[src/rtl/consumatore_multicanale_pkg.sv]
// Shared definitions for the multi-channel dav_/rfd consumer: FSM encoding
// and the channel-index width helper.
package consumatore_multicanale_pkg;

  typedef enum logic [1:0] {
    S_IDLE  = 2'd0,
    S_COUNT = 2'd1,
    S_WAIT  = 2'd2
  } star_t;

  // Channel index width; never narrower than one bit.
  function automatic int unsigned cw_of(input int unsigned n);
    return (n < 2) ? 1 : $clog2(n);
  endfunction

endpackage

[src/rtl/arbitro_rr.sv]
// Combinational round-robin arbiter: first requester after last_ptr wins.
module arbitro_rr
  import consumatore_multicanale_pkg::*;
#(
  parameter int unsigned N_CH = 2,
  parameter int unsigned CW   = cw_of(N_CH)
) (
  input  logic [N_CH-1:0] req,
  input  logic [CW-1:0]   last_ptr,
  output logic [CW-1:0]   winner,
  output logic            valid
);

  logic [CW-1:0] idx;

  // Scan last_ptr+1 .. last_ptr+N_CH, wrapping, so last_ptr itself comes last.
  always_comb begin
    winner = '0;
    valid  = 1'b0;
    idx    = '0;
    for (int unsigned k = 1; k <= N_CH; k++) begin
      idx = CW'((32'(last_ptr) + k) % N_CH);
      if (!valid && req[idx]) begin
        winner = idx;
        valid  = 1'b1;
      end
    end
  end

endmodule

[src/rtl/consumatore_multicanale.sv]
// N_CH-channel dav_/rfd consumer: round-robin picks a producer, then out is
// held high for exactly that producer's numero cycles.
module consumatore_multicanale
  import consumatore_multicanale_pkg::*;
#(
  parameter int unsigned N_CH = 2,
  parameter int unsigned W    = 8,
  parameter int unsigned CW   = cw_of(N_CH)
) (
  input  logic              clock,
  input  logic              reset,
  input  logic [N_CH-1:0]   dav_,
  input  logic [N_CH*W-1:0] numero,
  output logic [N_CH-1:0]   rfd,
  output logic              out,
  output logic [CW-1:0]     ch_attivo,
  output logic              busy
);

  star_t           star_q, star_d;
  logic [W-1:0]    count_q, count_d;
  logic [CW-1:0]   last_q, last_d;
  logic [CW-1:0]   ch_q, ch_d;
  logic [N_CH-1:0] rfd_q, rfd_d;
  logic            out_q, out_d;
  logic            busy_q, busy_d;

  logic [CW-1:0]   winner;
  logic            win_valid;
  logic [W-1:0]    num_arr [N_CH];

  always_comb begin
    for (int unsigned i = 0; i < N_CH; i++) begin
      num_arr[i] = numero[i*W +: W];
    end
  end

  arbitro_rr #(
    .N_CH (N_CH),
    .CW   (CW)
  ) u_arbitro (
    .req      (~dav_),
    .last_ptr (last_q),
    .winner   (winner),
    .valid    (win_valid)
  );

  // Next-state and registered-output logic.
  always_comb begin
    star_d  = star_q;
    count_d = count_q;
    last_d  = last_q;
    ch_d    = ch_q;
    rfd_d   = rfd_q;
    out_d   = out_q;
    busy_d  = busy_q;
    case (star_q)
      S_IDLE: begin
        rfd_d  = '1;
        out_d  = 1'b0;
        busy_d = 1'b0;
        if (win_valid) begin
          ch_d    = winner;
          last_d  = winner;
          count_d = num_arr[winner];
          rfd_d   = '0;
          busy_d  = 1'b1;
          // A zero word skips counting entirely so the counter never underflows.
          if (num_arr[winner] != '0) begin
            out_d  = 1'b1;
            star_d = S_COUNT;
          end else begin
            star_d = S_WAIT;
          end
        end
      end
      S_COUNT: begin
        count_d = count_q - W'(1);
        if (count_q == W'(1)) begin
          out_d  = 1'b0;
          star_d = S_WAIT;
        end
      end
      S_WAIT: begin
        out_d = 1'b0;
        rfd_d = '0;
        if (dav_[ch_q]) begin
          star_d = S_IDLE;
          rfd_d  = '1;
          busy_d = 1'b0;
        end
      end
      default: begin
        star_d = S_IDLE;
        rfd_d  = '1;
        out_d  = 1'b0;
        busy_d = 1'b0;
      end
    endcase
  end

  always_ff @(posedge clock or posedge reset) begin
    if (reset) begin
      star_q  <= S_IDLE;
      count_q <= '0;
      last_q  <= CW'(N_CH - 1);
      ch_q    <= '0;
      rfd_q   <= '1;
      out_q   <= 1'b0;
      busy_q  <= 1'b0;
    end else begin
      star_q  <= star_d;
      count_q <= count_d;
      last_q  <= last_d;
      ch_q    <= ch_d;
      rfd_q   <= rfd_d;
      out_q   <= out_d;
      busy_q  <= busy_d;
    end
  end

  assign rfd       = rfd_q;
  assign out       = out_q;
  assign ch_attivo = ch_q;
  assign busy      = busy_q;

endmodule

[config.mk]
export PLATFORM = sky130hd
export DESIGN_NAME = consumatore_multicanale
export DESIGN_NICKNAME = d
export VERILOG_FILES = /design/src/rtl/consumatore_multicanale_pkg.sv /design/src/rtl/arbitro_rr.sv /design/src/rtl/consumatore_multicanale.sv
export SDC_FILE = /design/constraint.sdc
export NUM_CORES = 1
export LEC_CHECK = 0
export ABC_AREA = 1
export CORE_MARGIN = 5
export CORE_UTILIZATION = 43
export DETAILED_ROUTE_END_ITERATION = 10
export PLACE_DENSITY = 0.71
export SLEW_MARGIN = 15
export SYNTH_ARGS = -nofsm -noshare
export SYNTH_HDL_FRONTEND = slang
export SYNTH_SLANG_ARGS = --single-unit
[constraint.sdc]
create_clock -name clock -period 1.7 [get_ports clock]
set_input_delay 0.255 -clock clock [delete_from_list [all_inputs] [get_ports clock]]
set_output_delay 0.255 -clock clock [all_outputs]
set_load 0.02 [all_outputs]
==> results.toml <==
[timing]
clock_skew_ps = 8.117
setup_viol = 0
slew_headroom = 0.6025
rsz0062_at_grt = "false"
min_period_over_period = 0.9170
finalHoldViolations = 0
drv_slew = 0
fmax_ghz = 0.6415
finalSetupTns_ps = 0
worstMarginPinSlew_ps = 595.6
finalWorstPathRequiredPeriod_ps = 1559

[grt]
antenna_found_initial = 0
grt_remaining_overflow = 0
grt_pass1_vias = 986
grt_start_max_net_pins = 16
grtUsageTotal = 0.1468
grt_pass1_wl_um = 3981

[logic_synthesis]
synth_fa_ha_area_frac = 0.02384
synth_edf_count = 0
synth_cells = 158
synthMuxAreaShare = 0
async_flop_share = 1.000
yosysMostFrequentCell = "nand2_1"
yosys.area_share.simple = 0.4017
synth_top_area_cell = "dfrtp_1"
yosysSeqAreaShare = 0.3600
synth_area_leaders = "dfrtp_1 (31%), nand2_1 (20%), inv_1 (9.3%), dfstp_2 (5.0%), nand3b_1 (5.0%)"
synth_top_family_by_area = "simple AND/OR/NAND/NOR gates"
synth_compound_gate_area_share = 0.09416
syn-num-nets = 180
syn_area_per_cell_um2 = 6.644
synth_common_cells = "nand2_1 (56), inv_1 (26), nor2_1 (14), dfrtp_1 (13), nand3_1 (9)"
yosys_warnings = 0
synth_xor_area_frac = 0.008343
syn_area_um2 = 1050
synth.top_cell.area_share = 0.3099
synth_ff_type = "dfrtp_1"
synth.distinct_cells = 26
synth_seq_cells = 15

[job]
cap_violations = 0

[finish]
syn_to_final_growth_pct = 29.44
diodes = 0
nNetsFinal = 209
fin_area_um2 = 1359
drive_gt1_frac = 0.08602
fill_cells = 236

[pwr]
pwr-share-clk = 0.100
seqPwrFrac = 0.349
ir_drop_mv = 1.022
leakage_nw = 0.7158
internal-power_mw = 1.131
p_switching_mw = 1.000
p_comb_frac = 0.551
power_density_nw_per_um2 = 1568
swShare = 0.4694
total_power_mw = 2.131

[setup_path]
critPathCaptureType = "primary output"
cp-start-kind = "flip-flop"
crit_family = "buffers and inverters"
cp.depth = 1
required_ps = 1440
r2r_cells = 9
cpMaxStageDelayCell = "clkdlybuf4s50_1"
arrival_ps = 1300
path_cells = "clkdlybuf4s50_1"
critPathMaxStageDelay_ps = 620
crit_path_max_fanout = 4
cp.buffers_inverters = 1
worst-setup-path-type = "reg -> out"

[clock_network]
path_clk_slew_ps = 100
htree_num_levels = 1
clkLatencyLatePin_ps = 290
cts_tree = "done"
ctsHoldBuffers = 0
clockBufferDepth = 2
cts_buffers = 3
post_cts_buffers = 0
root_buffer = "clkbuf_4"
cts_sinks = 15

[detailed_routing]
first_iter_violations = 17
antenna_left = 0
wire_per_inst_um = 11.41
drt-pass1-iter-count = 4
drc_errors = 0
vias = 1063
vias_per_cell = 4.921
wirelength_um = 2464

[placement]
hpwl_um = 2033
placed_area_um2 = 1330
place.gp.congestion = 0.7928
port_buffers = 24

[die]
io_pins = 25
core_um2 = 2410
start_util = 0.4356
fp.dieArea_um2 = 3530
chipWidth_um = 59.41
die_y_um = 59.41
rows = 18

[min_path]
hold_class = "in -> async"

[run_status]
outcome = "finished, final reports clean"
==> kinds of logic (layout without fill, tap and decap cells) <==
group           Yosys count  after routing
simple gates             94             94
buf+inv                  30             58
compound gates           16             16
flops                    15             15
fa+ha+maj                 2              2
xor+xnor                  1              1
==> placed cells by master (no fill, tap or decap), drive strengths merged <==
cell type,count
nand2,59
inv,28
clkdlybuf4s50,22
nor2,15
dfrtp,13
nand3,9
o21ai,8
nand3b,7
a21oi,3
clkbuf,3
nor3,3
o221ai,2
ha,2
dfstp,2
buf,2
o311ai,1
nand4,1
o21a,1
xor2,1
o22ai,1
clkinv,1
dlymetal6s2s,1
dlygate4sd2,1
==> per-layer routing <==
layer  track usage  up-vias  share of wire
met5             0        -              0
met4       0.01942        0              0
met3       0.02832        0          0.025
met2        0.2793       10           0.54
met1        0.1711      499           0.44
li1              -      554              -
==> sequential cells by signal, summed over array words and instances, names as in the netlist <==
name       count
busy           1
ch_attivo      1
count_q        8
last_q         1
out            1
rfd            1
star_q         2
==> worst reg2reg max path: stages, from the launching register on <==
cell and delay [ps]:
dfstp_2 570, nand2_4 100, nand2_4 110, nand2_1 60, nand2_1 80, nand2_1 50, nor2_1 110, nand2_1 80
nand2_1 80, nand2_1 60
==> final timing paths <==
kind | start | to | slack [ps]
hold reg to reg | rfd[0]$_DFFE_PP1N_ | rfd[0]$_DFFE_PP1N_ | 480
setup / recovery | ch_attivo$_DFFE_PP0P_ | ch_attivo | 140
min in group clock | rfd[0]$_DFFE_PP1N_ | rfd[0]$_DFFE_PP1N_ | 480
setup reg to reg | last_q$_DFFE_PP1P_ | star_q[0]$_DFFE_PP0P_ | 280
hold / removal | reset | out$_DFFE_PP0P_ | 320
max in group asynchronous | reset | count_q[6]$_DFFE_PP0P_ | 990
==> power by group through the flow <==
stage,logic (mW),registers [mW],clock network [mW]
floorplan,0.790,0.770,0
global placement,1.17,0.741,0
detailed placement,1.19,0.751,0
CTS,1.19,0.745,0.220
global route,1.33,0.774,0.237
finish,1.17,0.743,0.214
==> stage by stage <==
step	util	hold WS [ps]	std cells	worst slack, ps
global route	0.5639	362.1	216	102.8
global placement	0.5519	466.6	212	103.5
floorplan	-	155.0	158	446.3
finish	0.5639	317.2	216	141.1
CTS	0.5628	345.1	216	6.132
detailed placement	0.5519	469.7	212	43.49
==> timing repair <==
action,4_1_cts,5_1_grt
gates resized for setup,1,1
pin swaps,0,0
endpoints found under the setup margin,1,1
==> area by class of cell <==
| cell class | instances | area (um^2) | area share |
|---|---|---|---|
| multi-input cells | 113 | 554.3 | 0.4079 |
| flip-flops and latches | 15 | 377.9 | 0.2781 |
| inverters | 28 | 105.1 | 0.07735 |
| repair buffers | 26 | 256.5 | 0.1888 |
| clock buffers | 3 | 22.52 | 0.01657 |
| well taps | 30 | 37.54 | 0.02762 |
| clock inverters | 1 | 5.005 | 0.003683 |
Note: power is estimated with default switching activity, not from simulation.
==> RTL edit (same settings) <==
Register the output `ch_attivo` once more, without a reset; this adds one clock of latency there. The other outputs are not delayed to match.
--- a/src/rtl/consumatore_multicanale.sv
+++ b/src/rtl/consumatore_multicanale.sv
@@ -121,7 +121,9 @@
 
   assign rfd       = rfd_q;
   assign out       = out_q;
-  assign ch_attivo = ch_q;
+  always_ff @(posedge clock) begin
+    ch_attivo <= ch_q;
+  end
   assign busy      = busy_q;
 
 endmodule
Check against the original RTL: not equivalent (a bounded check fails within 4 cycles, from zero or initial values and one cycle with reset high).
==> RTL edit against the unedited design <==
- wire length rose by 3.0%
- area after synthesis rose by 2.3%
- cell count fell by 1.9%
- power rose by 6.1%
- sequential cell count rose by 1
- worst setup slack improved by 33 ps
- cell area rose by 2.2%
- critical path type unchanged
- via count fell by 0.66%
- clock skew fell by 4.8 ps
==> RTL edit: results (changes against the unedited design) <==
post-synthesis async set-or-reset flop share=93.8% (-6.3 points); All-Layer GR Usage=15.7% (+0.98 points); vias in the first global route=1075 (+9.0%); sequential area share after synthesis=37.1% (+1.1 points); LEAKAGE=0.718 nW (+0.36%); Regs by FF count=count_q: 8 flops, star_q: 2 flops; worst path arrival time=1270 ps (-30 ps); Final Skew=3.34 ps (-4.77 ps); Final min period=1530 ps (-33.1 ps); complex-gate fraction of the synthesized area=11.5% (+2.1 points); Adder-Cell Fraction of Synth Area=2.33% (-0.053 points); gpl congestion=0.821 (+3.5%); max_slew headroom=60.1% (-0.10 points); Post-Syn Nets=176 (-2.2%); layout cells sized above 1=11.0% (+2.4 points); DP HPWL=2.06 mm (+1.5%); CP max FO=2 (-2); DR iter-0 viols=25 (+8); via/cell ratio=4.98 (+1.2%); status=finished, final reports clean; first-pass GRT wire length=4.38 mm (+10%); main area contributors after synthesis=dfrtp_1, nand2_1, inv_1, dfstp_2, nand3b_1; Nets=205 (-1.9%); most frequent cells after synthesis=nand2_1, inv_1, dfrtp_1; XOR/XNOR Fraction of Synth Area=2.45% (+1.6 points)
## RTL edit: changes by cell type in the layout (fill, tap and decap cells not counted), sizes merged, moves of 2 or more
| cell | before | now |
|---|---|---|
| a31oi | 0 | 2 |
| nand2 | 59 | 55 |
| nor2 | 15 | 10 |
| nor3 | 3 | 1 |
| o21ai | 8 | 12 |
| o221ai | 2 | 0 |
| xor2 | 1 | 3 |
## RTL edit: repair_timing
item,CTS,global route
buffers inserted,0,0
hold buffers,0,0
setup endpoints to repair,2,1
gates cloned,0,0
gates resized for setup,1,1
## RTL edit: cell type report
type	count	area (um2)
Fill cell	246	1040
Multi-Input combinational cell	110	564
Sequential cell	16	398
Tap cell	30	37.5
Timing Repair Buffer	25	249
Clock buffer	4	36.3
Inverter	27	104
## RTL edit: kinds of logic (layout without fill, tap and decap cells)
| logic type | Yosys count | count (layout) |
|---|---|---|
| simple gates | 83 | 83 |
| buf+inv | 28 | 56 |
| compound gates | 22 | 22 |
| fa+ha+maj | 2 | 2 |
| xor+xnor | 3 | 3 |
| flops | 16 | 16 |
## RTL edit: final timing paths
check | startpoint | to | slack, ps | cells after the start
max in group asynchronous | reset | count_q[4] | 990 | 2
min reg2reg | ch_q | ch_attivo | 450 | 0
max reg2reg | last_q | out | 290 | 9
max | out | out | 170 | 1
min | reset | busy | 320 | 2
min in group clock | ch_q | ch_attivo | 450 | 0
## RTL edit: power by group
| group | switching, W | total (W) | internal (W) | leakage (nW) |
|---|---|---|---|---|
| registers | 0.000143 | 0.000739 | 0.000597 | 0.184 |
| clock network | 0.000130 | 0.000261 | 0.000130 | 0.0210 |
| logic | 0.000771 | 0.00126 | 0.000491 | 0.513 |
| total | 0.00104 | 0.00226 | 0.00122 | 0.718 |
## RTL edit: metrics by stage
| step | hold WS, ps | instances | cell area (um2) | setup WS (ps) |
|---|---|---|---|---|
| after floorplan | 155 | 154 | 1070 | 448 |
| after global placement | 420 | 208 | 1350 | 79.2 |
| after detailed placement | 418 | 208 | 1350 | 28.0 |
| after CTS | 337 | 212 | 1390 | 1.71 |
| after global routing | 381 | 212 | 1390 | 140 |
| final | 321 | 212 | 1390 | 174 |
## RTL edit: metal layers
layer | share of wire [%] | up-vias | GRT usage (%) | wire length (um)
li1 | - | 540 | - | -
met2 | 53 | 12 | 29.3 | 1330
met4 | 0.39 | 0 | 3.48 | 10
met3 | 1.9 | 2 | 1.94 | 49
met5 | 0 | - | 0 | 0
met1 | 45 | 502 | 18.8 | 1140
